<file path="src/rtl/reset_seq_pkg.sv">
// Shared types and elaboration helpers for the staggered reset sequencer.
package reset_seq_pkg;

  typedef enum logic [1:0] {
    ST_ASSERT,
    ST_DELAY,
    ST_RELEASE,
    ST_RUN
  } seq_state_e;

  function automatic int clog2_f(input int v);
    int r;
    r = 0;
    for (int i = 0; i < 31; i++) begin
      if ((1 << i) < v) r = i + 1;
    end
    return r;
  endfunction

  function automatic int max3_f(input int a, input int b, input int c);
    int m;
    m = (a > b) ? a : b;
    return (m > c) ? m : c;
  endfunction

endpackage

</file>
<file path="src/rtl/reset_sync_2ff.sv">
// Two-flop reset synchroniser: asserts asynchronously, releases on the second clock edge.
module reset_sync_2ff (
  input  logic i_clk,
  input  logic i_arst_n,
  output logic o_rst_n
);

  logic r_meta;
  logic r_sync;

  always_ff @(posedge i_clk or negedge i_arst_n) begin
    if (!i_arst_n) begin
      r_meta <= 1'b0;
      r_sync <= 1'b0;
    end else begin
      r_meta <= 1'b1;
      r_sync <= r_meta;
    end
  end

  assign o_rst_n = r_sync;

endmodule

</file>
<file path="src/rtl/reset_sequencer.sv">
// Multi-channel reset generator: common assert for a minimum width, then staggered release
// with per-channel hold. State | meaning: ASSERT all held | DELAY soft request pending |
// RELEASE channels dropping in slot order | RUN sequence complete.
module reset_sequencer
  import reset_seq_pkg::*;
#(
  parameter int NUM_OUT = 4,
  parameter int DELAY   = 10,
  parameter int WIDTH   = 50,
  parameter int STAGGER = 16
) (
  input  logic               clk,
  input  logic               async_reset_n_i,
  input  logic               reset_i,
  input  logic [NUM_OUT-1:0] hold_i,
  output logic [NUM_OUT-1:0] reset_o,
  output logic               done_o
);

  localparam int CNT_W = clog2_f(max3_f(DELAY, WIDTH, STAGGER * (NUM_OUT - 1)) + 1);
  localparam logic [CNT_W-1:0] DLY_TC = (DELAY > 0) ? CNT_W'(DELAY - 1) : '0;
  localparam logic [CNT_W-1:0] WID_TC = CNT_W'(WIDTH - 1);
  localparam logic [CNT_W-1:0] REL_TC = CNT_W'(STAGGER * (NUM_OUT - 1));

  if (NUM_OUT < 1) begin : g_chk_num_out
    $error("reset_sequencer: NUM_OUT must be >= 1");
  end
  if (WIDTH < 1) begin : g_chk_width
    $error("reset_sequencer: WIDTH must be >= 1");
  end

  logic               w_rst_n;
  seq_state_e         r_state;
  seq_state_e         w_state_nxt;
  logic [CNT_W-1:0]   r_cnt;
  logic [CNT_W-1:0]   w_cnt_nxt;
  logic [NUM_OUT-1:0] r_armed;
  logic [NUM_OUT-1:0] w_armed_nxt;
  logic [NUM_OUT-1:0] w_slot;
  logic [NUM_OUT-1:0] r_reset;
  logic [NUM_OUT-1:0] w_reset_nxt;
  logic               r_done;
  logic               w_seq;

  reset_sync_2ff u_sync (
    .i_clk    (clk),
    .i_arst_n (async_reset_n_i),
    .o_rst_n  (w_rst_n)
  );

  always_comb begin
    w_state_nxt = r_state;
    w_cnt_nxt   = r_cnt;
    case (r_state)
      ST_RUN: begin
        if (reset_i) begin
          w_state_nxt = (DELAY == 0) ? ST_ASSERT : ST_DELAY;
          w_cnt_nxt   = '0;
        end
      end
      ST_DELAY: begin
        if (r_cnt == DLY_TC) begin
          w_state_nxt = ST_ASSERT;
          w_cnt_nxt   = '0;
        end else begin
          w_cnt_nxt = r_cnt + 1'b1;
        end
      end
      ST_ASSERT: begin
        if (reset_i) begin
          w_cnt_nxt = '0;
        end else if (r_cnt == WID_TC) begin
          w_state_nxt = (REL_TC == '0) ? ST_RUN : ST_RELEASE;
          w_cnt_nxt   = '0;
        end else begin
          w_cnt_nxt = r_cnt + 1'b1;
        end
      end
      ST_RELEASE: begin
        if (reset_i) begin
          w_state_nxt = ST_ASSERT;
          w_cnt_nxt   = '0;
        end else begin
          w_cnt_nxt = r_cnt + 1'b1;
          if (w_cnt_nxt == REL_TC) w_state_nxt = ST_RUN;
        end
      end
      default: begin
        w_state_nxt = ST_ASSERT;
        w_cnt_nxt   = '0;
      end
    endcase
  end

  // Slots are judged on the next-state count so each channel drops on the edge its slot begins.
  assign w_seq = (w_state_nxt == ST_RELEASE) || ((w_state_nxt == ST_RUN) && (r_state != ST_RUN));

  for (genvar k = 0; k < NUM_OUT; k++) begin : g_ch
    localparam logic [CNT_W-1:0] SLOT = CNT_W'(k * STAGGER);
    assign w_slot[k] = w_seq && (w_cnt_nxt == SLOT);
  end

  assign w_armed_nxt = (w_state_nxt == ST_ASSERT) ? '0 : (r_armed | w_slot);
  assign w_reset_nxt = (w_state_nxt == ST_ASSERT) ? '1 : (r_reset & ~(w_armed_nxt & ~hold_i));

  always_ff @(posedge clk or negedge w_rst_n) begin
    if (!w_rst_n) begin
      r_state <= ST_ASSERT;
      r_cnt   <= '0;
      r_armed <= '0;
      r_reset <= '1;
      r_done  <= 1'b0;
    end else begin
      r_state <= w_state_nxt;
      r_cnt   <= w_cnt_nxt;
      r_armed <= w_armed_nxt;
      r_reset <= w_reset_nxt;
      r_done  <= (w_state_nxt == ST_RUN);
    end
  end

  assign reset_o = r_reset;
  assign done_o  = r_done;

endmodule

</file>
<file path="config.mk">
export PLATFORM = sky130hd
export DESIGN_NAME = reset_sequencer
export DESIGN_NICKNAME = d
export VERILOG_FILES = /design/src/rtl/reset_seq_pkg.sv /design/src/rtl/reset_sync_2ff.sv /design/src/rtl/reset_sequencer.sv
export SDC_FILE = /design/constraint.sdc
export NUM_CORES = 1
export LEC_CHECK = 0
export ABC_AREA = 0
export CORE_MARGIN = 2
export CORE_UTILIZATION = 40
export CTS_CLUSTER_DIAMETER = 60
export CTS_CLUSTER_SIZE = 30
export DETAILED_ROUTE_END_ITERATION = 12
export PLACE_DENSITY = 0.59
export SLEW_MARGIN = 10
export SYNTH_ARGS = -nofsm -noshare
export SYNTH_HDL_FRONTEND = slang
export SYNTH_SLANG_ARGS = --single-unit
</file>
<file path="constraint.sdc">
create_clock -name clk -period 1.45 [get_ports clk]
set_input_delay 0.2175 -clock clk [delete_from_list [all_inputs] [get_ports clk]]
set_output_delay 0.2175 -clock clk [all_outputs]
set_load 0.02 [all_outputs]
</file>
---- Word level (Yosys, flattened, before mapping) ----
Index checks and enable logic that the tools add are counted.
storage, ports and cells
  register bits after elaboration ......... 19
  input port bits ......................... 7
  output and inout port bits .............. 5
  logic and storage cells ................. 49
cells by class
  add/subtract/negate cells ............... 1
  eq/ne operators ......................... 12
  muxes and demuxes ....................... 15
  bitwise operators ....................... 5
  reductions and logical operators ........ 9
operators with widths
  kind                   count
  $mux W6                5
  $eq A6 B6 Y1 const B   4
  $pmux W6 S4            1
  $mux W2                6
  $and A4 B4 Y4          2
  $eq A2 B2 Y1 const B   4
  $mux W4                2
  $not A4 Y4             2
  $pmux W2 S4            1
  $add A6 B1 Y6 const B  1
  $eq A6 B4 Y1 const B   1
  $eq A6 B5 Y1 const B   1
  $logic_not A6 Y1       1
  $logic_and A1 B1 Y1    5
  $logic_not A2 Y1       2
  $or A4 B4 Y4           1
  $eq A2 B1 Y1 const B   1
  $ne A2 B2 Y1 const B   1
  $logic_or A1 B1 Y1     1

---- Depth between registers and ports, before layout ----
  depth in word-level cells ............... 15
  depth in mapped cells ................... 9
  mapped depth without buffers ............ 9

---- By module ----
A second synthesis with hierarchy kept.
second synthesis, totals
  cells, all modules ...................... 104
  area total of the unflattened synthesis .. 1,081.0 µm²
by module, submodules not included
  module           instances  cells each  area each (µm²)  seq. area each (µm²)
  reset_sequencer  1          101         1,027.2          430.4
  reset_sync_2ff   1          3           53.8             50.0

---- Worst setup path before layout ----
Ideal clock, no wire load.
  kind .................................... register to register
  from .................................... register r_cnt[1]
  to ...................................... register r_reset[0] (netlist: reset_o[0])
  data arrival time ....................... 1,812 ps
  data required time ...................... 1,367 ps
  slack ................................... -445 ps
  cell stages (with the launch flop) ...... 9
  path buffers ............................ 0
  period minus slack after synthesis ...... 1,895 ps
  cells stage by stage .................... dfrtp_1 > inv_1 > ha_1 > nor2b_4 > nand3_2 > and3_4 > a221oi_4 > nand4_1 > a221o_1
between the ends
  longest elaborated chain between the ends .. 15
RTL lines
  element                   line                                                                 RTL
  start: declaration        reset_sequencer.sv:35                                                logic [CNT_W-1:0] r_cnt;
  start signal: assignment  reset_sequencer.sv:115                                               r_cnt <= w_cnt_nxt;
  $add A6 B1 Y6             reset_sequencer.sv:66, reset_sequencer.sv:76, reset_sequencer.sv:84
  $eq A6 B6 Y1              reset_sequencer.sv:85                                                if (w_cnt_nxt == REL_TC) w_state_nxt = ST_RUN;
  $mux W2                   reset_sequencer.sv:85
  $mux W2                   reset_sequencer.sv:80                                                if (reset_i) begin
  $pmux W2 S4               reset_sequencer.sv:54                                                case (r_state)
  $eq A2 B2 Y1              reset_sequencer.sv:96                                                assign w_seq = (w_state_nxt == ST_RELEASE) || ((w_state_nxt == ST_RUN) && (r_state != ST_RUN));
  $logic_and A1 B1 Y1       reset_sequencer.sv:96
  $logic_or A1 B1 Y1        reset_sequencer.sv:96
  $logic_and A1 B1 Y1       reset_sequencer.sv:100                                               assign w_slot[k] = w_seq && (w_cnt_nxt == SLOT);
  $or A4 B4 Y4              reset_sequencer.sv:103                                               assign w_armed_nxt = (w_state_nxt == ST_ASSERT) ? '0 : (r_armed | w_slot);
  $mux W4                   reset_sequencer.sv:103
  $and A4 B4 Y4             reset_sequencer.sv:104                                               assign w_reset_nxt = (w_state_nxt == ST_ASSERT) ? '1 : (r_reset & ~(w_armed_nxt & ~hold_i));
  $not A4 Y4                reset_sequencer.sv:104
  $and A4 B4 Y4             reset_sequencer.sv:104
  $mux W4 (*)               reset_sequencer.sv:104
  named net w_reset_nxt[0]  reset_sequencer.sv:41                                                logic [NUM_OUT-1:0] w_reset_nxt;
  end signal: assignment    reset_sequencer.sv:117                                               r_reset <= w_reset_nxt;
  end: declaration          reset_sequencer.sv:40                                                logic [NUM_OUT-1:0] r_reset;
Mark *: on every way through the listed nets, which the timed path passes. The rest lies on a longest branch.

---- Final worst setup path ----
Same ends and word-level chain as after synthesis.

==> impl_metrics.ini <==
[run_status]
outcome = complete, but fails checks
failed_checks = setup timing

[yosys]
synth_ff_type = dfrtp_1
synth_cells = 104
ys_async_sr_fraction = 1.000
syn_area_um2 = 1081
yosys_warnings = 0
yosys.area.top_type = dfrtp_1
synth_commonest_cells = dfrtp_1, nand2_1, inv_1
synth.most_common_cell = dfrtp_1
yosys.area_share.simple = 0.2465
yosysSeqAreaShare = 0.4444
synthTopCellsByArea = dfrtp_1, dfstp_2, a221o_1
synth-xor-area-share = 0.04051
synth_top_family_by_area = simple AND/OR/NAND/NOR gates
synth_top_area_frac = 0.3472
synth_cell_types = 41
synth-compound-area-share = 0.1597
syn-num-nets = 113
muxShareOfSynthArea = 0.009259
synth_edf_count = 0
yosys_register_bits = 19
avgSynthCellArea_um2 = 10.39
synth_fa_ha_area_frac = 0.02315

[die]
die_h_um = 55.99
dieArea_um2 = 3134
core_region_area_um2 = 2522
initial_core_util = 0.4286
io_pins = 12
rows = 18
die_x_um = 55.99

[sta]
setup_viol = 16
slew_violations = 0
min_period_ps = 2014
finalWorstSetupSlack_ps = -563.9
fin_skew_ps = 2.959
final.period_utilization = 1.389
rsz0062_at_grt = true
fmax_mhz = 496.6
finalHoldViolCount = 0

[global_routing]
grt_usage = 0.1627
antenna_found_initial = 0
grt-ovfl-total = 0
grt_max_degree = 14
grt_pass1_vias = 889
grt_pass1_wl_um = 3988

[cts]
ctsHtreeMaxLevel = 1
cts_buffer_depth = 2
cts.sinks = 19
tritoncts = built
numCtsBuffers = 3
cts_root_buffer = clkbuf_4
cts.clk_slew.worst_paths_ps = 110
clk_latency_ps = 290

[setup_path]
arrival_ps = 2240
crit_required_ps = 1670
critPathLaunchType = flop
r2r.worst_path.cells = 8
end_kind = flop
worstSetupPathType = reg -> reg
crit_fanout = 4

[placement]
port_buffers = 11
gp_congestion = 0.9319
pre_cts_slack_ps = -538.8
dp_hpwl_um = 1825

[min_path]
hold_path.class = in -> async

[drt]
dr_total_vias = 914
drt_iter0_markers = 21
viasPerCell = 5.283
wl_um = 2558
drcViolationCount = 0
drtAntennaViolNets = 0
drt-pass1-iter-count = 4
wl_per_cell_um = 14.79

[finish]
drive_gt1_frac = 0.4336
antenna_cells = 0
final_util = 0.6136
syn_to_final_growth_pct = 43.17
nNetsFinal = 153

[job]
maxCapViolations = 0

[power_and_ir_drop]
p_leak_nw = 0.6572
p_per_area_nw_per_um2 = 1183
ir_worst_vdd_uv = 722.1
-- state kept, by name, indices dropped and copies added (netlist names) --
register,flops
u_sync.o_rst_n,1
r_cnt,6
u_sync.r_meta,1
reset_o,4
r_armed,4
r_state,2
done_o,1
-- layout make-up --
cell class | instances | area, um2
clock buffer | 4 | 26.28
fill | 210 | 974.7
inverter | 8 | 30.03
multi-input combinational | 72 | 633.1
sequential | 19 | 483.0
tap | 30 | 37.54
timing repair buffer | 40 | 337.8
-- stage by stage --
step / hold WS, ps / area, um2 / setup TNS, ps / instances / power (mW)
after floorplan: -78.09 / 1081 / -2815 / 104 / 1.115
after global routing: 39.03 / 1548 / -6089 / 173 / 1.960
after global placement: 79.64 / 1323 / -4655 / 159 / 1.332
final: 64.67 / 1548 / -4411 / 173 / 1.830
after CTS: 51.20 / 1413 / -4531 / 168 / 1.703
after detailed placement: 74.81 / 1323 / -4731 / 159 / 1.340
-- worst paths after layout --
check / start / to / slack (ps)
max: r_cnt[1] / reset_o[0] / -560
min: async_reset_n_i / u_sync.r_meta / 60
max reg2reg: r_cnt[1] / reset_o[0] / -560
min reg2reg: u_sync.o_rst_n / done_o / 80
max in group asynchronous: u_sync.o_rst_n / reset_o[2] / 880
min in group clk: u_sync.r_meta / u_sync.o_rst_n / 370
-- critical path, cell delays in order, from the launching register on --
cell and delay, ps:
dfrtp_1 400, inv_1 60, ha_2 160, nor2b_4 190, nand3_2 110, and3_4 210
a221oi_4 310, nand4_1 170, a221o_1 340
-- what timing repair did --
action,CTS,global route
resized for setup,16,19
hold buffers,0,0
endpoints found under the setup margin,18,19
pin swaps,6,8
setup buffers,5,5
-- power by group --
part | switching (mW) | internal [mW] | leakage, nW
Sequential | 0.0778 | 0.595 | 0.238
Combinational | 0.436 | 0.453 | 0.404
Clock | 0.161 | 0.107 | 0.0150
-- cells in the final DEF, fill, tap and decap left out, drive strengths merged, types with 2 or more instances in the layout --
cell	instances
a221o	4
o21ai	3
xnor2	2
nand2	9
nand3	6
and2	2
nor2	5
and2b	2
ha	2
nand4	5
buf	29
dfstp	4
and3	2
dlygate4sd2	3
nor2b	6
a21oi	6
xor2	3
clkbuf	4
dfrtp	15
inv	8
clkdlybuf4s50	6
-- routing by layer --
| metal | share of wire | GRT usage | vias up |
|---|---|---|---|
| met5 | 0 | 0 | - |
| met4 | 0.0031 | 0.05442 | 0 |
| met3 | 0.034 | 0.03721 | 2 |
| met2 | 0.53 | 0.2756 | 22 |
| met1 | 0.43 | 0.2035 | 446 |
| li1 | - | - | 444 |
-- cell families after synthesis --
logic type	after synthesis
AND/OR/NAND/NOR	42
AO/OA/AOI/OAI	21
flip-flops	19
buffers and inverters	13
XOR/XNOR	5
adder cells (fa/ha/maj)	2
other	1
multiplexers	1
No activity file was read; power rests on OpenSTA's default activity.
